--- config.mk ---
export PLATFORM = sky130hd
export DESIGN_NAME = smc_deadtime
export DESIGN_NICKNAME = d
export VERILOG_FILES = /design/src/rtl/smc_pkg.sv /design/src/rtl/smc_dt_chan.sv /design/src/rtl/smc_deadtime.sv
export SDC_FILE = /design/constraint.sdc
export NUM_CORES = 1
export LEC_CHECK = 0
export CORE_MARGIN = 5
export CORE_UTILIZATION = 35
export CTS_CLUSTER_DIAMETER = 40
export DETAILED_ROUTE_END_ITERATION = 8
export PLACE_DENSITY = 0.64
export SYNTH_ARGS = -nofsm -noshare
export SYNTH_HDL_FRONTEND = slang
export SYNTH_SLANG_ARGS = --single-unit
--- constraint.sdc ---
create_clock -name QCLK -period 11.9 [get_ports QCLK]
set_input_delay 2.38 -clock QCLK [delete_from_list [all_inputs] [get_ports QCLK]]
set_output_delay 2.38 -clock QCLK [all_outputs]
set_load 0.03 [all_outputs]
--- src/rtl/smc_pkg.sv ---
`default_nettype none
// ============================================================================
//  Module   : smc_pkg
//  Brief    : Shared types and defaults for the smc dead-time output stage.
//             Holds the per-channel state and request encodings and a
//             request decoder used by every channel instance.
//  Revision : 1.0 - initial release
// ============================================================================
package smc_pkg;

  // Default channel count and dead-time counter width
  localparam int NCH_DEFAULT  = 12;
  localparam int DT_W_DEFAULT = 4;

  // Per-channel drive state
  typedef enum logic [1:0] {
    OFF  = 2'd0,
    ON_M = 2'd1,
    ON_P = 2'd2,
    DEAD = 2'd3
  } chan_state_e;

  // Decoded drive request for one channel
  typedef enum logic [1:0] {
    NONE  = 2'd0,
    REQ_M = 2'd1,
    REQ_P = 2'd2
  } chan_req_e;

  // An overlapping request (both bits set) decodes to NONE so the channel
  // is released; the overlap itself is flagged separately as a fault.
  function automatic chan_req_e decode_req(input logic en,
                                           input logic m_req,
                                           input logic p_req);
    chan_req_e req;
    req = NONE;
    if (en) begin
      if (m_req && !p_req) begin
        req = REQ_M;
      end else if (p_req && !m_req) begin
        req = REQ_P;
      end
    end
    return req;
  endfunction

endpackage : smc_pkg
`default_nettype wire

--- src/rtl/smc_dt_chan.sv ---
`default_nettype none
// ============================================================================
//  Module   : smc_dt_chan
//  Brief    : One motor channel of the dead-time stage: drive FSM, dead-time
//             down-counter and sticky overlap fault bit. Drive outputs are
//             registered and can never be high together.
//  Revision : 1.0 - initial release
// ============================================================================
module smc_dt_chan
  import smc_pkg::*;
#(
  parameter int DT_W = DT_W_DEFAULT
) (
  input  logic            clk_i,
  input  logic            rst_i,
  input  logic            en_i,
  input  logic [DT_W-1:0] deadtime_i,
  input  logic            m_req_i,
  input  logic            p_req_i,
  input  logic            fault_clr_i,
  output logic            mnm_o,
  output logic            mnp_o,
  output logic            fault_o,
  output logic            active_o
);

  chan_state_e     state_q;
  logic [DT_W-1:0] cnt_q;
  logic            mnm_q;
  logic            mnp_q;
  logic            active_q;
  logic            fault_q;
  logic            fault_d;

  chan_req_e       req_w;
  logic            overlap_w;
  logic [DT_W-1:0] dt_load_w;

  // Request decode and dead-time load value; a zero dead time still costs
  // one DEAD cycle, so the load saturates at zero.
  always_comb begin
    overlap_w = m_req_i & p_req_i;
    req_w     = decode_req(en_i, m_req_i, p_req_i);
    dt_load_w = (deadtime_i == '0) ? '0 : (deadtime_i - DT_W'(1));
  end

  // Drive FSM; outputs are registered and reflect the state being entered
  always_ff @(posedge clk_i or posedge rst_i) begin
    if (rst_i) begin
      state_q  <= OFF;
      cnt_q    <= '0;
      mnm_q    <= 1'b0;
      mnp_q    <= 1'b0;
      active_q <= 1'b0;
    end else begin
      mnm_q    <= 1'b0;
      mnp_q    <= 1'b0;
      active_q <= 1'b0;
      case (state_q)
        OFF: begin
          if (req_w == REQ_M) begin
            state_q  <= ON_M;
            mnm_q    <= 1'b1;
            active_q <= 1'b1;
          end else if (req_w == REQ_P) begin
            state_q  <= ON_P;
            mnp_q    <= 1'b1;
            active_q <= 1'b1;
          end
        end
        ON_M: begin
          if (req_w == REQ_M) begin
            mnm_q    <= 1'b1;
            active_q <= 1'b1;
          end else begin
            state_q <= DEAD;
            cnt_q   <= dt_load_w;
          end
        end
        ON_P: begin
          if (req_w == REQ_P) begin
            mnp_q    <= 1'b1;
            active_q <= 1'b1;
          end else begin
            state_q <= DEAD;
            cnt_q   <= dt_load_w;
          end
        end
        DEAD: begin
          // Requests are ignored until the count has run out
          if (cnt_q != '0) begin
            cnt_q <= cnt_q - DT_W'(1);
          end else if (req_w == REQ_M) begin
            state_q  <= ON_M;
            mnm_q    <= 1'b1;
            active_q <= 1'b1;
          end else if (req_w == REQ_P) begin
            state_q  <= ON_P;
            mnp_q    <= 1'b1;
            active_q <= 1'b1;
          end else begin
            state_q <= OFF;
          end
        end
        default: begin
          state_q <= OFF;
          cnt_q   <= '0;
        end
      endcase
    end
  end

  // Sticky fault next value: a new overlap beats a simultaneous clear
  always_comb begin
    fault_d = fault_q;
    if (fault_clr_i) begin
      fault_d = 1'b0;
    end
    if (overlap_w) begin
      fault_d = 1'b1;
    end
  end

  // Sticky fault register
  always_ff @(posedge clk_i or posedge rst_i) begin
    if (rst_i) begin
      fault_q <= 1'b0;
    end else begin
      fault_q <= fault_d;
    end
  end

  assign mnm_o    = mnm_q;
  assign mnp_o    = mnp_q;
  assign active_o = active_q;
  assign fault_o  = fault_q;

endmodule : smc_dt_chan
`default_nettype wire

--- src/rtl/smc_deadtime.sv ---
`default_nettype none
// ============================================================================
//  Module   : smc_deadtime
//  Brief    : Output-conditioning stage after the stepper motor controller
//             core. Replicates one independent dead-time channel per motor
//             output pair and broadcasts the global controls to all of them.
//  Revision : 1.0 - initial release
// ============================================================================
module smc_deadtime
  import smc_pkg::*;
#(
  parameter int NCH  = NCH_DEFAULT,
  parameter int DT_W = DT_W_DEFAULT
) (
  input  logic            QCLK,
  input  logic            QRESET,
  input  logic            EN,
  input  logic [DT_W-1:0] DEADTIME,
  input  logic [NCH-1:0]  MNM_IN,
  input  logic [NCH-1:0]  MNP_IN,
  input  logic            FAULT_CLR,
  output logic [NCH-1:0]  MNM,
  output logic [NCH-1:0]  MNP,
  output logic [NCH-1:0]  FAULT,
  output logic [NCH-1:0]  ACTIVE
);

  // One fully independent channel per MNM/MNP bit pair
  for (genvar gi = 0; gi < NCH; gi++) begin : g_ch
    smc_dt_chan #(
      .DT_W (DT_W)
    ) u_chan (
      .clk_i       (QCLK),
      .rst_i       (QRESET),
      .en_i        (EN),
      .deadtime_i  (DEADTIME),
      .m_req_i     (MNM_IN[gi]),
      .p_req_i     (MNP_IN[gi]),
      .fault_clr_i (FAULT_CLR),
      .mnm_o       (MNM[gi]),
      .mnp_o       (MNP[gi]),
      .fault_o     (FAULT[gi]),
      .active_o    (ACTIVE[gi])
    );
  end

endmodule : smc_deadtime
`default_nettype wire

Word level (Yosys, flattened, before mapping)

Cells that the tools add are included.

Register bits after elaboration: 120
Input port bits: 32
Output and inout port bits: 48
Word-level logic and storage cells: 664

Add/subtract/negate cells: 13
Equal/unequal tests: 120
Muxes and demuxes: 314
Bitwise logic cells: 12
Reduce and logical (&&, ||, !) cells: 133

Operators by type and width:

| cell                                              | number |
|---|---|
| two-way mux 2 bit                                 | 120 |
| two-way mux 4 bit                                 | 37 |
| case mux 4 bit (3 select lines)                   | 12 |
| two-way mux 1 bit                                 | 97 |
| case mux 2 bit (4 select lines)                   | 12 |
| AND reduction 4 bit                               | 24 |
| == test 2 bit (second input constant)             | 36 |
| != test 2 bit (second input constant)             | 36 |
| subtractor 4 x 1 -> 4 bit (second input constant) | 13 |
| == test 2 x 1 -> 1 bit (second input constant)    | 24 |
| case mux 1 bit (4 select lines)                   | 12 |
| nonzero test 4 bit                                | 12 |
| != test 3 x 1 -> 1 bit (second input constant)    | 12 |
| case mux 1 bit (3 select lines)                   | 12 |
| nonzero test 3 bit                                | 12 |
| logical AND 1 bit                                 | 24 |
| zero test 1 bit                                   | 24 |
| zero test 2 bit                                   | 12 |
| != test 2 x 1 -> 1 bit (second input constant)    | 12 |
| case mux 1 bit (2 select lines)                   | 12 |
| nonzero test 2 bit                                | 12 |
| OR reduction 2 bit                                | 12 |
| AND 1 bit                                         | 12 |
| zero test 4 bit                                   | 1 |

Longest topological paths before layout

Word-level depth: 10
Gate-level depth with buffers: 10

Cells and area by module

Synthesis repeated with hierarchy kept, for this count alone.

Cell total of the unflattened synthesis: 936
Area, all modules: 8491.9 um2

By module, submodules not included:

| module                            | times used | cells an instance | area each (um2) |
|---|---|---|---|
| smc_dt_chan (g_ch[10].u_chan ...) | 11         | 78                | 708.2 |
| smc_dt_chan (g_ch[0].u_chan)      | 1          | 78                | 701.9 |

Worst setup path before layout

Ideal clock, no wire load.

Path kind: input -> register
Start point: input EN
End point: register g_ch[8].u_chan.cnt_q[2]
Library setup time: 0.068 ns
Arrival: 4.228 ns
Data required time: 11.832 ns
Path slack: 7.604 ns
Cell stages on the path: 9
Cell sequence: buf_2 > buf_2 > buf_1 > nand2_1 > nor2_1 > ha_1 > a2111oi_4 > or3b_1 > nand3_1

Word-level cells in the longest chain between the ends: 4
Elaborated cells between the ends (all ways): 6
Classes of those cells: 4 x eq/ne; 1 x mux; 1 x reduce/logical

RTL lines:

| item                                                           | line                                 | text |
|---|---|---|
| from (decl)                                                    | smc_deadtime.sv:17                   | `input logic EN,` |
| two-way mux 2 bit (*)                                          | smc_pkg.sv:37                        | `if (en) begin` |
| == test 2 bit / == test 2 x 1 -> 1 bit (equally long branches) | smc_dt_chan.sv:81, smc_dt_chan.sv:72 |  |
| != test 2 bit (no line)                                        | -                                    |  |
| AND reduction 4 bit (no line) (*)                              | -                                    |  |
| to (signal assigned)                                           | smc_dt_chan.sv:77                    | `cnt_q <= dt_load_w;` |
| to (signal assigned)                                           | smc_dt_chan.sv:86                    | `cnt_q <= dt_load_w;` |
| to (signal assigned)                                           | smc_dt_chan.sv:92                    | `cnt_q <= cnt_q - DT_W'(1);` |
| to (decl)                                                      | smc_dt_chan.sv:28                    | `logic [DT_W-1:0] cnt_q;` |

Mark *: on every way between the ends. The rest lies on a longest branch, timed or not.
A chain may end at the register's enable or synchronous reset.

Worst setup path in the final report

Ends and elaborated chain as after synthesis.

==> results.md <==
- Die Wd: 165 um
- Total routed wirelength: 17,400 um
- Busiest grt layer: met2
- Worst-Skew Late Latency: 0.41 ns
- Count of pins over their slew limit: 0
- CTS Buf Count: 17
- Switching share of power: 0.406
- Internal Pwr Total: between 0.001 and 0.0015 W
- Synth Cell Area: 0.00845 mm^2
- Setup crit end kind: flop
- Initial antenna violation count: 0
- Number of setup buffers added after CTS: 0
- Largest net degree at the start of global routing: 75
- Crit path DAT: just under 5 ns
- Fin util: 0.413
- Pwr/cell area: between 200 and 300 mW/mm^2
- Max-slew headroom: 0.280
- Critical path startpoint: EN
- # clock sinks: 120
- EDFF count, synth: 0
- Placed cell area: roughly 0.009 mm^2
- First-pass GRT wire length: 29,700 um
- Die footprint: 0.0273 mm^2
- Yosys top cell area share: 0.355
- Met1 usage: 0.173
- WL/cell: 14.1 um
- Sum Neg Setup Slack: 0 ns
- Count of state elements after synthesis: 120
- Antenna cells: 0
- Unrepaired setup endpoints after global routing: no
- Max Fanout on Critical Path: 35
- Layout cell share with drive strength beyond 1: 0.0853
- Dpl hpwl: around 12,000 um
- Layout area overhead: 15.5%
- Multiplexer share of the synthesized area: 0.0810
- CTS tree: yes
- Core area: roughly 0.024 mm^2
- Psw: 0.00101 W
- Cell row count: 56
- Comb pwr share: 0.528
- Drt via density: between 4 and 5
- PortBufs: 79
- Final hold violation count: 0
- Final min period: 4.53 ns
- Main synth FF type: dfrtp_1
- Cells after Synth: 872
- Clock power share: 0.194
- Sequential area share after synthesis: 0.355
- Reg2Reg Depth: 5
- Area leader, netlist: dfrtp_1
- Pleak: roughly 4.4 nW
- Chip height: approximately 170 um
- Post-Synth XOR/XNOR Area: 0
- Worst hold path depth: 2
- Met3 usage: 0.0357
- Gr ovfl total: 0
- Clk_skew: between 0.01 and 0.015 ns
- YS warnings: 0
- Initial Util: 0.358
- Global Route Usage Sum: 0.134
- Actual slew at the worst max-slew pin: ~1.1 ns
- Most frequent cells in the layout: dfrtp_1, ha_1, inv_1
- Reg clk slew, reported paths: 0.05 ns
- Remaining DRCs: 0
- Met2 GRT Util: 0.225
- Pre-Repair DR Iteration Count: 6
- Top Ports: 80
- Post-CTS Hold Buffers: 0
- Commonest non-fill, non-tap cell in the layout: dfrtp_1
- Hold endpoint: g_ch[9].u_chan.cnt_q[1]
- Setup-violating endpoint count in the final report: 0
- Synth Area in Simple Gates: 0.168
- Layout Nets: around 1,000
- Vias: 6,104
- R2R Path Start: g_ch[8].u_chan.state_q[0]
- Final Cycle Share: 0.381
- FMAX: 0.221 GHz
- Mapped Avg Cell Area: 9.69 um^2
- Synth area leaders: dfrtp_1, ha_1, mux2i_1
- Critical Path RT: between 10 and 15 ns
- Syn Nets: roughly 1,000
- Worst Hold Class: flop to flop
- Vias in the first global route: ~6,100
- Reg-to-reg slack, setup: 9.73 ns
- Max Root-Sink Buffers: 2
- Main combinational cell family by area after synthesis: simple AND/OR/NAND/NOR gates
- H-tree Lvls: 4
- Max-cap violations: 0
- Complex-gate fraction of the synthesized area: 0.147
- Asr flop ratio synth: 1.00
- Final Cell Area: 0.00976 mm^2
- Post-synthesis cell type count: 43
- Clock root buffer: clkbuf_16
- Gpl congestion: 0.855
- PostCTS Resize Cnt: 0
- Critical path type: input pin to flop
- Area share of fa/ha/maj cells after synthesis: 0.157
- 1st-iter DRT viols: 310
- Peak VDD IR: 0.0934 mV
- Worst R2R End: g_ch[8].u_chan.cnt_q[2]
- Startpoint Class: input pin
- Flop pwr share: 0.278
- Post-route antenna net violation count: 0
- Run status: finished clean
- Worst hold start: g_ch[9].u_chan.cnt_q[1]
## cells in the mapped netlist, types with 10 or more instances
library cell,number
nand3_1,18
o21ai_0,43
dfrtp_1,120
ha_1,106
nand2_1,52
nand2b_1,13
and4b_1,10
mux2_2,27
nand3b_1,27
nor3b_1,12
a21oi_1,54
clkbuf_1,12
nor2_1,50
inv_1,86
or3_1,12
nor3_1,32
mux2i_1,38
buf_4,49
o22ai_1,34
## how the worst max path moves through the flow
stage                               to  slack (ns)  cells after the start
5_1_grt        g_ch[8].u_chan.cnt_q[2]        7.18                      7
4_1_cts        g_ch[8].u_chan.cnt_q[2]        7.36                      7
6_report       g_ch[8].u_chan.cnt_q[2]        7.37                      7
3_5_place_dp   g_ch[8].u_chan.cnt_q[2]        6.94                      7
3_3_place_gp   g_ch[8].u_chan.cnt_q[2]        6.97                      7
2_1_floorplan  g_ch[0].u_chan.active_o        6.33                      1
## critical path, cell delays in order
cell,delay [ns]
clkdlybuf4s50_1,0.46
buf_4,0.36
nand3b_1,0.24
ha_1,0.34
a2111oi_4,0.62
or3b_1,0.40
nand3_1,0.08
## metrics by stage
step | setup slack (ns) | hold WS (ns) | power [W] | instances
floorplan | 6.33 | 0.465 | 0.00175 | 872
global placement | 6.97 | 0.489 | 0.00197 | 1203
detailed placement | 6.94 | 0.502 | 0.00201 | 1203
CTS | 7.36 | 0.514 | 0.00250 | 1233
global route | 7.18 | 0.547 | 0.00271 | 1233
finish | 7.37 | 0.510 | 0.00248 | 1233
## sequential cells by signal (all words and copies together), names as in the netlist
name                  flops
g_ch.u_chan.state_q      24
g_ch.u_chan.cnt_q        48
g_ch.u_chan.mnp_o        12
g_ch.u_chan.fault_o      12
g_ch.u_chan.mnm_o        12
g_ch.u_chan.active_o     12
## per-layer routing
metal	up-vias	routed length [um]
met5	-	0
met3	11	760
met1	2916	8200
met4	0	127
met2	94	8310
li1	3083	-
## cell families (layout without fill, tap and decap cells)
logic type | after synthesis | after routing
compound gates | 177 | 177
fa+ha+maj | 106 | 106
buf+inv | 155 | 197
flops | 120 | 120
mux | 65 | 65
simple gates | 249 | 249
## power by group through the flow
stage	combinational (W)	clock, W	sequential [W]
3_3_place_gp	0.00128	0	0.000689
2_1_floorplan	0.00109	0	0.000660
6_report	0.00131	0.000482	0.000688
5_1_grt	0.00148	0.000516	0.000713
4_1_cts	0.00131	0.000495	0.000689
3_5_place_dp	0.00131	0	0.000692
## final cells by class
| cell class | count | area, um^2 |
|---|---|---|
| multi-input cells | 597 | 4680 |
| flip-flops and latches | 120 | 3000 |
| well taps | 319 | 399 |
| inverters | 86 | 325 |
| repair buffers | 81 | 806 |
| clock inverters | 3 | 40.0 |
| fillers | 2273 | 13900 |
| clock buffers | 27 | 503 |
(Power assumes the default switching activity.)
